<file path="config.mk">
export PLATFORM = sky130hd
export DESIGN_NAME = vram_write_arbiter_flat
export DESIGN_NICKNAME = d
export VERILOG_FILES = /design/src/rtl/vram_arb_pkg.sv /design/src/rtl/vram_write_arbiter_if.sv /design/src/rtl/vram_wr_fifo.sv /design/src/rtl/vram_write_arbiter.sv /design/src/flat_wrapper.sv
export SDC_FILE = /design/constraint.sdc
export NUM_CORES = 1
export LEC_CHECK = 0
export ABC_AREA = 1
export CORE_MARGIN = 4
export CORE_UTILIZATION = 45
export CTS_CLUSTER_DIAMETER = 120
export DETAILED_ROUTE_END_ITERATION = 8
export MAX_ROUTING_LAYER = met4
export PLACE_DENSITY = 0.67
export SLEW_MARGIN = 20
export SYNTH_ARGS = -nofsm -noshare
export SYNTH_HDL_FRONTEND = slang
export SYNTH_SLANG_ARGS = --single-unit
</file>
<file path="constraint.sdc">
create_clock -name clk -period 2.71 [get_ports clk]
set_input_delay 0.542 -clock clk [delete_from_list [all_inputs] [get_ports clk]]
set_output_delay 0.542 -clock clk [all_outputs]
set_load 0.02 [all_outputs]
</file>
<file path="src/rtl/vram_arb_pkg.sv">
// Shared widths, the CPU write entry type and the clear-engine state encoding.
package vram_arb_pkg;

   localparam int VRAM_ADDR_W = 10;
   localparam int VRAM_DATA_W = 8;

   typedef struct packed {
      logic [VRAM_ADDR_W-1:0] addr;
      logic [VRAM_DATA_W-1:0] data;
   } wr_entry_t;

   typedef enum logic [1:0] {
      IDLE = 2'd0,
      RUN  = 2'd1,
      DONE = 2'd2
   } clr_state_t;

   // Any length with the top bit set is at least the full VRAM size.
   function automatic logic [VRAM_ADDR_W:0] clamp_len(input logic [VRAM_ADDR_W:0] len);
      if (len[VRAM_ADDR_W])
         return {1'b1, {VRAM_ADDR_W{1'b0}}};
      return len;
   endfunction

endpackage

</file>
<file path="src/rtl/vram_write_arbiter_if.sv">
// CPU write, clear request and VRAM port A signals of the write arbiter.
interface vram_write_arbiter_if
   import vram_arb_pkg::*;
#(
   parameter int ADDR_W = VRAM_ADDR_W,
   parameter int DATA_W = VRAM_DATA_W
);

   logic              vsync;
   logic              cpu_we;
   logic [ADDR_W-1:0] cpu_addr;
   logic [DATA_W-1:0] cpu_data;
   logic              cpu_full;
   logic              overflow;
   logic              clr_start;
   logic [ADDR_W-1:0] clr_base;
   logic [ADDR_W:0]   clr_len;
   logic [DATA_W-1:0] clr_value;
   logic              clr_busy;
   logic              clr_done;
   logic [ADDR_W-1:0] v_ada;
   logic [DATA_W-1:0] v_din;
   logic              v_cea;

   modport master (
      output vsync, cpu_we, cpu_addr, cpu_data,
      output clr_start, clr_base, clr_len, clr_value,
      input  cpu_full, overflow, clr_busy, clr_done,
      input  v_ada, v_din, v_cea
   );

   modport slave (
      input  vsync, cpu_we, cpu_addr, cpu_data,
      input  clr_start, clr_base, clr_len, clr_value,
      output cpu_full, overflow, clr_busy, clr_done,
      output v_ada, v_din, v_cea
   );

endinterface

</file>
<file path="src/rtl/vram_wr_fifo.sv">
// Small synchronous FIFO with a registered occupancy count.
// Push is refused when full (even with a same-edge pop); pop data is the head entry, valid when not empty.
module vram_wr_fifo
   import vram_arb_pkg::*;
#(
   parameter int  DEPTH = 4,
   parameter type T     = wr_entry_t
) (
   input  logic                   clk,
   input  logic                   rst,
   input  logic                   push,
   input  T                       push_dat,
   input  logic                   pop,
   output T                       pop_dat,
   output logic [$clog2(DEPTH):0] count,
   output logic                   full,
   output logic                   empty
);

   localparam int PTR_W = $clog2(DEPTH);
   localparam int CNT_W = PTR_W + 1;

   T                 mem [DEPTH];
   logic [PTR_W-1:0] wr_ptr;
   logic [PTR_W-1:0] rd_ptr;
   logic             do_push;
   logic             do_pop;

   assign full    = (count == CNT_W'(DEPTH));
   assign empty   = (count == '0);
   assign do_push = push && !full;
   assign do_pop  = pop && !empty;
   assign pop_dat = mem[rd_ptr];

   always_ff @(posedge clk or posedge rst) begin
      if (rst) begin
         wr_ptr <= '0;
         rd_ptr <= '0;
         count  <= '0;
      end else begin
         if (do_push)
            wr_ptr <= wr_ptr + 1'b1;
         if (do_pop)
            rd_ptr <= rd_ptr + 1'b1;
         count <= count + CNT_W'(do_push) - CNT_W'(do_pop);
      end
   end

   always_ff @(posedge clk) begin
      if (do_push)
         mem[wr_ptr] <= push_dat;
   end

endmodule

</file>
<file path="src/rtl/vram_write_arbiter.sv">
// Shares the VRAM write port between buffered CPU byte writes (strict priority) and a fill engine.
// One write per cycle; CPU write appears one cycle after it is pushed; FIFO overflow drops and is sticky.
module vram_write_arbiter
   import vram_arb_pkg::*;
#(
   parameter int ADDR_W      = VRAM_ADDR_W,
   parameter int DATA_W      = VRAM_DATA_W,
   parameter int FIFO_DEPTH  = 4,
   parameter bit VBLANK_ONLY = 1'b0
) (
   input logic                 clk,
   input logic                 rst,
   vram_write_arbiter_if.slave bus
);

   localparam int CNT_W = $clog2(FIFO_DEPTH) + 1;
   localparam int LEN_W = ADDR_W + 1;

   // vsync synchroniser and write gate
   logic vs_meta;
   logic vs_s;
   logic gate;

   always_ff @(posedge clk or posedge rst) begin
      if (rst) begin
         vs_meta <= 1'b0;
         vs_s    <= 1'b0;
      end else begin
         vs_meta <= bus.vsync;
         vs_s    <= vs_meta;
      end
   end

   assign gate = !VBLANK_ONLY || vs_s;

   wr_entry_t        push_dat;
   wr_entry_t        head;
   logic             fifo_pop;
   logic             fifo_full;
   logic             fifo_empty;
   logic [CNT_W-1:0] fifo_count;
   logic             overflow_q;

   assign push_dat = '{addr: bus.cpu_addr, data: bus.cpu_data};

   vram_wr_fifo #(
      .DEPTH (FIFO_DEPTH),
      .T     (wr_entry_t)
   ) u_fifo (
      .clk      (clk),
      .rst      (rst),
      .push     (bus.cpu_we),
      .push_dat (push_dat),
      .pop      (fifo_pop),
      .pop_dat  (head),
      .count    (fifo_count),
      .full     (fifo_full),
      .empty    (fifo_empty)
   );

   assign bus.cpu_full = (fifo_count == CNT_W'(FIFO_DEPTH));
   assign bus.overflow = overflow_q;

   always_ff @(posedge clk or posedge rst) begin
      if (rst)
         overflow_q <= 1'b0;
      else if (bus.cpu_we && fifo_full)
         overflow_q <= 1'b1;
   end

   // Clear engine
   clr_state_t        state;
   clr_state_t        state_nxt;
   logic [ADDR_W-1:0] cur_addr;
   logic [ADDR_W-1:0] cur_addr_nxt;
   logic [LEN_W-1:0]  remaining;
   logic [LEN_W-1:0]  remaining_nxt;
   logic [DATA_W-1:0] value;
   logic [DATA_W-1:0] value_nxt;
   logic              clr_issue;

   assign fifo_pop  = gate && !fifo_empty;
   assign clr_issue = gate && fifo_empty && (state == RUN);

   always_ff @(posedge clk or posedge rst) begin
      if (rst) begin
         state     <= IDLE;
         cur_addr  <= '0;
         remaining <= '0;
         value     <= '0;
      end else begin
         state     <= state_nxt;
         cur_addr  <= cur_addr_nxt;
         remaining <= remaining_nxt;
         value     <= value_nxt;
      end
   end

   always_comb begin
      state_nxt     = state;
      cur_addr_nxt  = cur_addr;
      remaining_nxt = remaining;
      value_nxt     = value;
      bus.clr_busy  = 1'b0;
      bus.clr_done  = 1'b0;
      case (state)
         IDLE: begin
            if (bus.clr_start) begin
               if (bus.clr_len == '0) begin
                  state_nxt = DONE;
               end else begin
                  state_nxt     = RUN;
                  cur_addr_nxt  = bus.clr_base;
                  remaining_nxt = clamp_len(bus.clr_len);
                  value_nxt     = bus.clr_value;
               end
            end
         end
         RUN: begin
            bus.clr_busy = 1'b1;
            if (clr_issue) begin
               cur_addr_nxt  = cur_addr + 1'b1;
               remaining_nxt = remaining - 1'b1;
               if (remaining == LEN_W'(1))
                  state_nxt = DONE;
            end
         end
         DONE: begin
            bus.clr_done = 1'b1;
            state_nxt    = IDLE;
         end
         default: state_nxt = IDLE;
      endcase
   end

   // Registered VRAM port; address/data hold when no write is issued.
   logic              v_cea_q;
   logic [ADDR_W-1:0] v_ada_q;
   logic [DATA_W-1:0] v_din_q;

   always_ff @(posedge clk or posedge rst) begin
      if (rst) begin
         v_cea_q <= 1'b0;
         v_ada_q <= '0;
         v_din_q <= '0;
      end else if (fifo_pop) begin
         v_cea_q <= 1'b1;
         v_ada_q <= head.addr;
         v_din_q <= head.data;
      end else if (clr_issue) begin
         v_cea_q <= 1'b1;
         v_ada_q <= cur_addr;
         v_din_q <= value;
      end else begin
         v_cea_q <= 1'b0;
      end
   end

   assign bus.v_cea = v_cea_q;
   assign bus.v_ada = v_ada_q;
   assign bus.v_din = v_din_q;

endmodule

</file>
<file path="src/flat_wrapper.sv">
// flat-port wrapper written by rule: the top's interface ports become plain ports
module vram_write_arbiter_flat import vram_arb_pkg::*;
#(
   parameter int ADDR_W      = VRAM_ADDR_W,
   parameter int DATA_W      = VRAM_DATA_W,
   parameter int FIFO_DEPTH  = 4,
   parameter bit VBLANK_ONLY = 1'b0
)
  (clk, rst, bus_vsync, bus_cpu_we, bus_cpu_addr, bus_cpu_data, bus_clr_start, bus_clr_base, bus_clr_len, bus_clr_value, bus_cpu_full, bus_overflow, bus_clr_busy, bus_clr_done, bus_v_ada, bus_v_din, bus_v_cea);
  vram_write_arbiter_if #(.ADDR_W(ADDR_W), .DATA_W(DATA_W)) bus_i ();
  input logic clk;
  input logic rst;
  input wire logic [$bits(bus_i.vsync)-1:0] bus_vsync;
  input wire logic [$bits(bus_i.cpu_we)-1:0] bus_cpu_we;
  input wire logic [$bits(bus_i.cpu_addr)-1:0] bus_cpu_addr;
  input wire logic [$bits(bus_i.cpu_data)-1:0] bus_cpu_data;
  input wire logic [$bits(bus_i.clr_start)-1:0] bus_clr_start;
  input wire logic [$bits(bus_i.clr_base)-1:0] bus_clr_base;
  input wire logic [$bits(bus_i.clr_len)-1:0] bus_clr_len;
  input wire logic [$bits(bus_i.clr_value)-1:0] bus_clr_value;
  output wire logic [$bits(bus_i.cpu_full)-1:0] bus_cpu_full;
  output wire logic [$bits(bus_i.overflow)-1:0] bus_overflow;
  output wire logic [$bits(bus_i.clr_busy)-1:0] bus_clr_busy;
  output wire logic [$bits(bus_i.clr_done)-1:0] bus_clr_done;
  output wire logic [$bits(bus_i.v_ada)-1:0] bus_v_ada;
  output wire logic [$bits(bus_i.v_din)-1:0] bus_v_din;
  output wire logic [$bits(bus_i.v_cea)-1:0] bus_v_cea;
  assign bus_i.vsync = bus_vsync;
  assign bus_i.cpu_we = bus_cpu_we;
  assign bus_i.cpu_addr = bus_cpu_addr;
  assign bus_i.cpu_data = bus_cpu_data;
  assign bus_i.clr_start = bus_clr_start;
  assign bus_i.clr_base = bus_clr_base;
  assign bus_i.clr_len = bus_clr_len;
  assign bus_i.clr_value = bus_clr_value;
  assign bus_cpu_full = bus_i.cpu_full;
  assign bus_overflow = bus_i.overflow;
  assign bus_clr_busy = bus_i.clr_busy;
  assign bus_clr_done = bus_i.clr_done;
  assign bus_v_ada = bus_i.v_ada;
  assign bus_v_din = bus_i.v_din;
  assign bus_v_cea = bus_i.v_cea;
  vram_write_arbiter #(.ADDR_W(ADDR_W), .DATA_W(DATA_W), .FIFO_DEPTH(FIFO_DEPTH), .VBLANK_ONLY(VBLANK_ONLY)) u_core (.clk(clk), .rst(rst), .bus(bus_i));
endmodule
</file>
# After elaboration in Yosys (flattened, before gate mapping)
# Memory sizes are Yosys's and may differ from the RTL's.
# Index checks and enable logic that the tools add are counted.
[word_totals] output_inout_bits=23 mem_bits_rw=72 latchBits=0 n_memories=1 elab_cells=69 ff_bits=58 mem_bits_ro=0 inputBits=52
[classes] n_mux=29 magnitude_cmp=0 n_div=0 mul=0 bitwise=1 add_sub_neg=6 shifts=0 n_eq_ne=9 reduce_logical=12
[memory_table] memory="u_core.u_fifo.mem" depth=4 word_bits=18 read_ports=1 rd_clocked_by_memory_dff=0 wr=1 line="vram_wr_fifo.sv:23" rtl="T mem [DEPTH];"
[op_table] cell="$mux 11" n=5
[op_table] cell="$mux 10" n=5
[op_table] cell="$pmux 11 s2" n=1
[op_table] cell="$pmux 10 s2" n=1
[op_table] cell="$mux 8" n=2
[op_table] cell="$eq 11x1->1 const B" n=1
[op_table] cell="$logic_not 11->1" n=1
[op_table] cell="$sub 11x1->11 const B" n=1
[op_table] cell="$add 10x1->10 const B" n=1
[op_table] cell="$mux 1" n=10
[op_table] cell="$mux 2" n=4
[op_table] cell="$ne 2x2->1 const B" n=4
[op_table] cell="$reduce_and 3->1" n=2
[op_table] cell="$add 2x1->2 const B" n=2
[op_table] cell="$pmux 2 s2" n=1
[op_table] cell="$reduce_and 4->1" n=1
[op_table] cell="$add 3x1->3" n=1
[op_table] cell="$eq 3x3->1 const B" n=1
[op_table] cell="$logic_and 1x1->1" n=3
[op_table] cell="$logic_not 3->1" n=1
[op_table] cell="$sub 3x1->3" n=1
[op_table] cell="$eq 2x1->1 const B" n=1
[op_table] cell="$eq 2x2->1 const B" n=1
[op_table] cell="$logic_not 1->1" n=2
[op_table] cell="4 further kinds" n=4

# Depth between registers and ports, before layout
[depth] word_depth=8 ltp_mapped=11 mapped_depth_nobuf=10

# By module
# From an unflattened synthesis, not the netlist that was laid out.
[unflattened] cells_unflattened=668 hier_area_um2=6092.1
[by_module_without_submodules] module="vram_wr_fifo" cells_each=288 area_each_um2=3284.4 seq_area_each_um2=2337.2 instances=1
[by_module_without_submodules] module="vram_write_arbiter" cells_each=380 area_each_um2=2807.7 seq_area_each_um2=1276.2 instances=1

# Least setup slack after synthesis
# Ideal clock, no wire load.
[synth_timing] path_kind="register -> register" start="register u_core.u_fifo.count[1]" end="memory u_core.u_fifo.mem[0][0] in the netlist's numbering, enable pin" required_ns=2.317 stages_incl_launch_ff=7 n_path_buf=0 path_slack_ns=0.532 synth_period_minus_slack_ns=2.178 setup_time_ns=0.393 arrival_ns=1.786 cell_sequence="dfrtp_1 -> nor2_2 -> inv_1 -> nor2_1 -> nor2_1 -> inv_1 -> nor2_1"
[synth_between] elab_chain_cells=5
[synth_rtl] item="start, declared" line="vram_wr_fifo.sv:15" rtl="output logic [$clog2(DEPTH):0] count,"
[synth_rtl] item="start signal, assigned" line="vram_wr_fifo.sv:45" rtl="count <= count + CNT_W'(do_push) - CNT_W'(do_pop);"
[synth_rtl] item="$eq 3x3->1"
[synth_rtl] item="named net bus_cpu_full" line="flat_wrapper.sv:21" rtl="output wire logic [$bits(bus_i.cpu_full)-1:0] bus_cpu_full;"
[synth_rtl] item="$logic_not 1->1" line="vram_wr_fifo.sv:31" rtl="assign do_push = push && !full;"
[synth_rtl] item="$logic_and 1x1->1" line="vram_wr_fifo.sv:31"
[synth_rtl] item="$mux 1" line="vram_wr_fifo.sv:50" rtl="if (do_push)"
[synth_rtl] item="$mux 1 (not written as such)" line="vram_wr_fifo.sv:51" rtl="mem[wr_ptr] <= push_dat;"
[synth_rtl] item="end, declared" line="vram_wr_fifo.sv:23"
# The timed path passes the listed nets, and every way through them passes these cells.

# Worst setup path after layout
[layout_timing] start="register u_core.state[1]" end="output bus_clr_busy"
[layout_between] elab_chain_cells=2
[layout_rtl] item="start, declared" line="vram_write_arbiter.sv:72" rtl="clr_state_t state;"
[layout_rtl] item="start signal, assigned" line="vram_write_arbiter.sv:92" rtl="state <= state_nxt;"
[layout_rtl] item="$eq 2x1->1" line="vram_write_arbiter.sv:106" rtl="case (state)"
[layout_rtl] item="$mux 1" line="vram_write_arbiter.sv:106"
[layout_rtl] item="end, declared" line="flat_wrapper.sv:23" rtl="output wire logic [$bits(bus_i.clr_busy)-1:0] bus_clr_busy;"
# Every way passes these cells.

==> reports/metrics.yaml <==
critPathMaxFanout: 27
syn_nets: 670
worst_slew_pin_slew_ns: 0.616
drt-total-wl_um: 13800
startpoint: "u_core.state[1]"
rsz0062_at_grt: "false"
clock-sinks: 130
synthesis.area_um2: 5920
outcome: "finished clean"
max-slew-margin-rel_pct: 58.9
ys_ff_latch: 130
post_cts_buffers: 0
rr_startpoint: "u_core.u_fifo.rd_ptr[1]"
drc: 0
p_per_area_nw_per_um2: 1110
worst_slack_ns: 0.268
cp_data_required_time_ns: 2.17
synthFlopType: "edfxtp_1"
fmax_ghz: 0.409
die_area_um2: 15100
max_cap_violations: 0
cp-end-kind: "output pin"
cts_tree: "built"
rows: 41
r2r_slack_ns: 0.73
numCtsBuffers: 17
diodes: 0
finalMaxSlewViolations: 0
ys_seq_area_share_pct: 61.0
yosysWarnings: 0
hpwl_um: 9300
grt_pass1_vias: 4615
pre_cts_slack_ns: 0.370
hold_path_class: "in2async"
coreArea_um2: 12800
grtUsageTotal_pct: 20.0
synth_cells: 609
wire_per_inst_um: 15.8
yosysUniqueCellTypes: 40
antenna_found_initial: 0
drt_pass1_iterations: 5
grt_pass1_wl_um: 22600
htree_levels: 4
grt_overflow: 0
final_common_cell: "nand2_1"
utilization_pct: 58.4
synth-edff-count: 72
die_width_um: 123
path_cells: "inv_2 -> nand2_4 -> inv_4 -> clkdlybuf4s50_1"
syn_area_per_cell_um2: 9.73
final_cell_mix: "nand2_1, nor2_1, clkdlybuf4s50_1"
hold_buffers: 0
start_util_pct: 46.4
ant_nets: 0
vias_per_cell: 5.18
die_h_um: 123
setup_tns_ns: 0
cp.arrival_ns: 1.90
setup_viol: 0
fillerInstances: 1080
period_needed_ns: 2.44
fin_nets: 752
io_pins: 75
cts.reportedPaths.clkPinSlew_ns: 0.06
grt_max_degree: 39
fin_skew_ns: 0.00588
drive_above_1_share_pct: 10.7
ir_worst_vdd_mv: 0.729
hold_violations: 0
dp.cells: 844
cts_root_buf: "clkbuf_16"
crit_type: "reg2out"
drt_iter0_markers: 359
synthArstFlopShare_pct: 44.6
syn2layout_area_growth_pct: 25.8
total_power_mw: 8.25
num_vias: 4538
stdcell_count: 876
total_leakage_power_nw: 3.11
clkLatencyLatePin_ns: 0.42
io_buffer_count: 73
cp-start-kind: "flip-flop"
gp_congestion: 0.861
finalCritPeriodShare_pct: 90.1
cts_buffer_depth: 2
slowest_stage: "clkdlybuf4s50_1"
post_cts_resized: 0
slowest_delay_ns: 0.67
[worst paths after layout]
| path | cells after the start | end |
|---|---|---|
| min | 2 | u_core.remaining[8] |
| min in group clk | 2 | u_core.value[1] |
| max in group asynchronous | 3 | u_core.cur_addr[9] |
| min reg2reg | 2 | u_core.value[1] |
| max | 4 | bus_clr_busy |
| max reg2reg | 5 | u_core.bus.v_din[2] |
[cell usage after synthesis (2+ instances only)]
cell,count,area share [%]
nand2_1,134,8.5
buf_2,9,0.76
clkbuf_1,10,0.63
nor2_1,92,5.8
o22ai_1,11,1.2
inv_1,44,2.8
o21ai_0,58,4.9
o21ai_2,10,1.5
dfrtp_1,58,25
ha_1,8,1.7
nand2_2,8,0.84
xor2_1,5,0.74
o21ai_1,3,0.25
nand3_1,40,3.4
a22oi_1,4,0.51
buf_1,2,0.13
a21oi_1,9,0.76
nand2_4,2,0.38
nor3_1,2,0.17
nand4_1,3,0.32
edfxtp_1,72,37
xnor2_1,3,0.44
nor2_2,2,0.21
o311ai_0,4,0.59
[layer usage]
layer	vias to the layer above	GRT usage (%)	part of all wire, %
li1	2207	-	-
met1	2180	25.2	44
met2	134	32.5	49
met3	17	5.16	5.7
met4	0	5.04	1.5
met5	-	-	0
[where the power goes]
group | internal (mW) | switching [mW] | leakage [nW]
Clock | 1.38 | 0.907 | 0.293
Combinational | 1.09 | 1.80 | 1.43
Sequential | 2.69 | 0.368 | 1.38
Total | 5.17 | 3.08 | 3.11
[registers in the layout, indices dropped and copies added (netlist names)]
register              cells
u_core.remaining         11
u_core.value              8
u_core.bus.overflow       1
u_core.u_fifo.mem        72
u_core.u_fifo.rd_ptr      2
u_core.u_fifo.count       3
u_core.state              2
u_core.bus.v_din          8
u_core.bus.v_ada         10
u_core.cur_addr          10
u_core.u_fifo.wr_ptr      2
u_core.bus.v_cea          1
[cell families after synthesis]
group | after synthesis | synth area share, %
and+or+nand+nor | 287 | 20.2
DFF | 130 | 61.0
AOI/OAI and AO/OA | 103 | 10.2
buffers and inverters | 72 | 5.41
adders and majority gates | 9 | 2.03
xor gates and xnor gates | 8 | 1.18
[final cells by class]
type / count / area (µm²) / area share, %
repair buffers: 87 / 848 / 11.4
clock inverters: 15 / 174 / 2.33
inverters: 48 / 188 / 2.52
multi-input cells: 407 / 1990 / 26.7
well taps: 172 / 215 / 2.89
clock buffers: 17 / 425 / 5.71
flip-flops and latches: 130 / 3610 / 48.5
[metrics by stage]
step	hold slack, ns	area (µm²)
after CTS	0.427	7450
after global placement	0.452	6850
after floorplan	0.437	5920
after detailed placement	0.466	6850
after global routing	0.463	7450
final	0.420	7450
[critical path, delay by kind of cell (launching register included)]
kind | cells | cell delay [ns]
buf+inv | 3 | 1.01
flops | 1 | 0.42
simple gates | 1 | 0.05
Note: power is estimated with default switching activity, not from simulation.
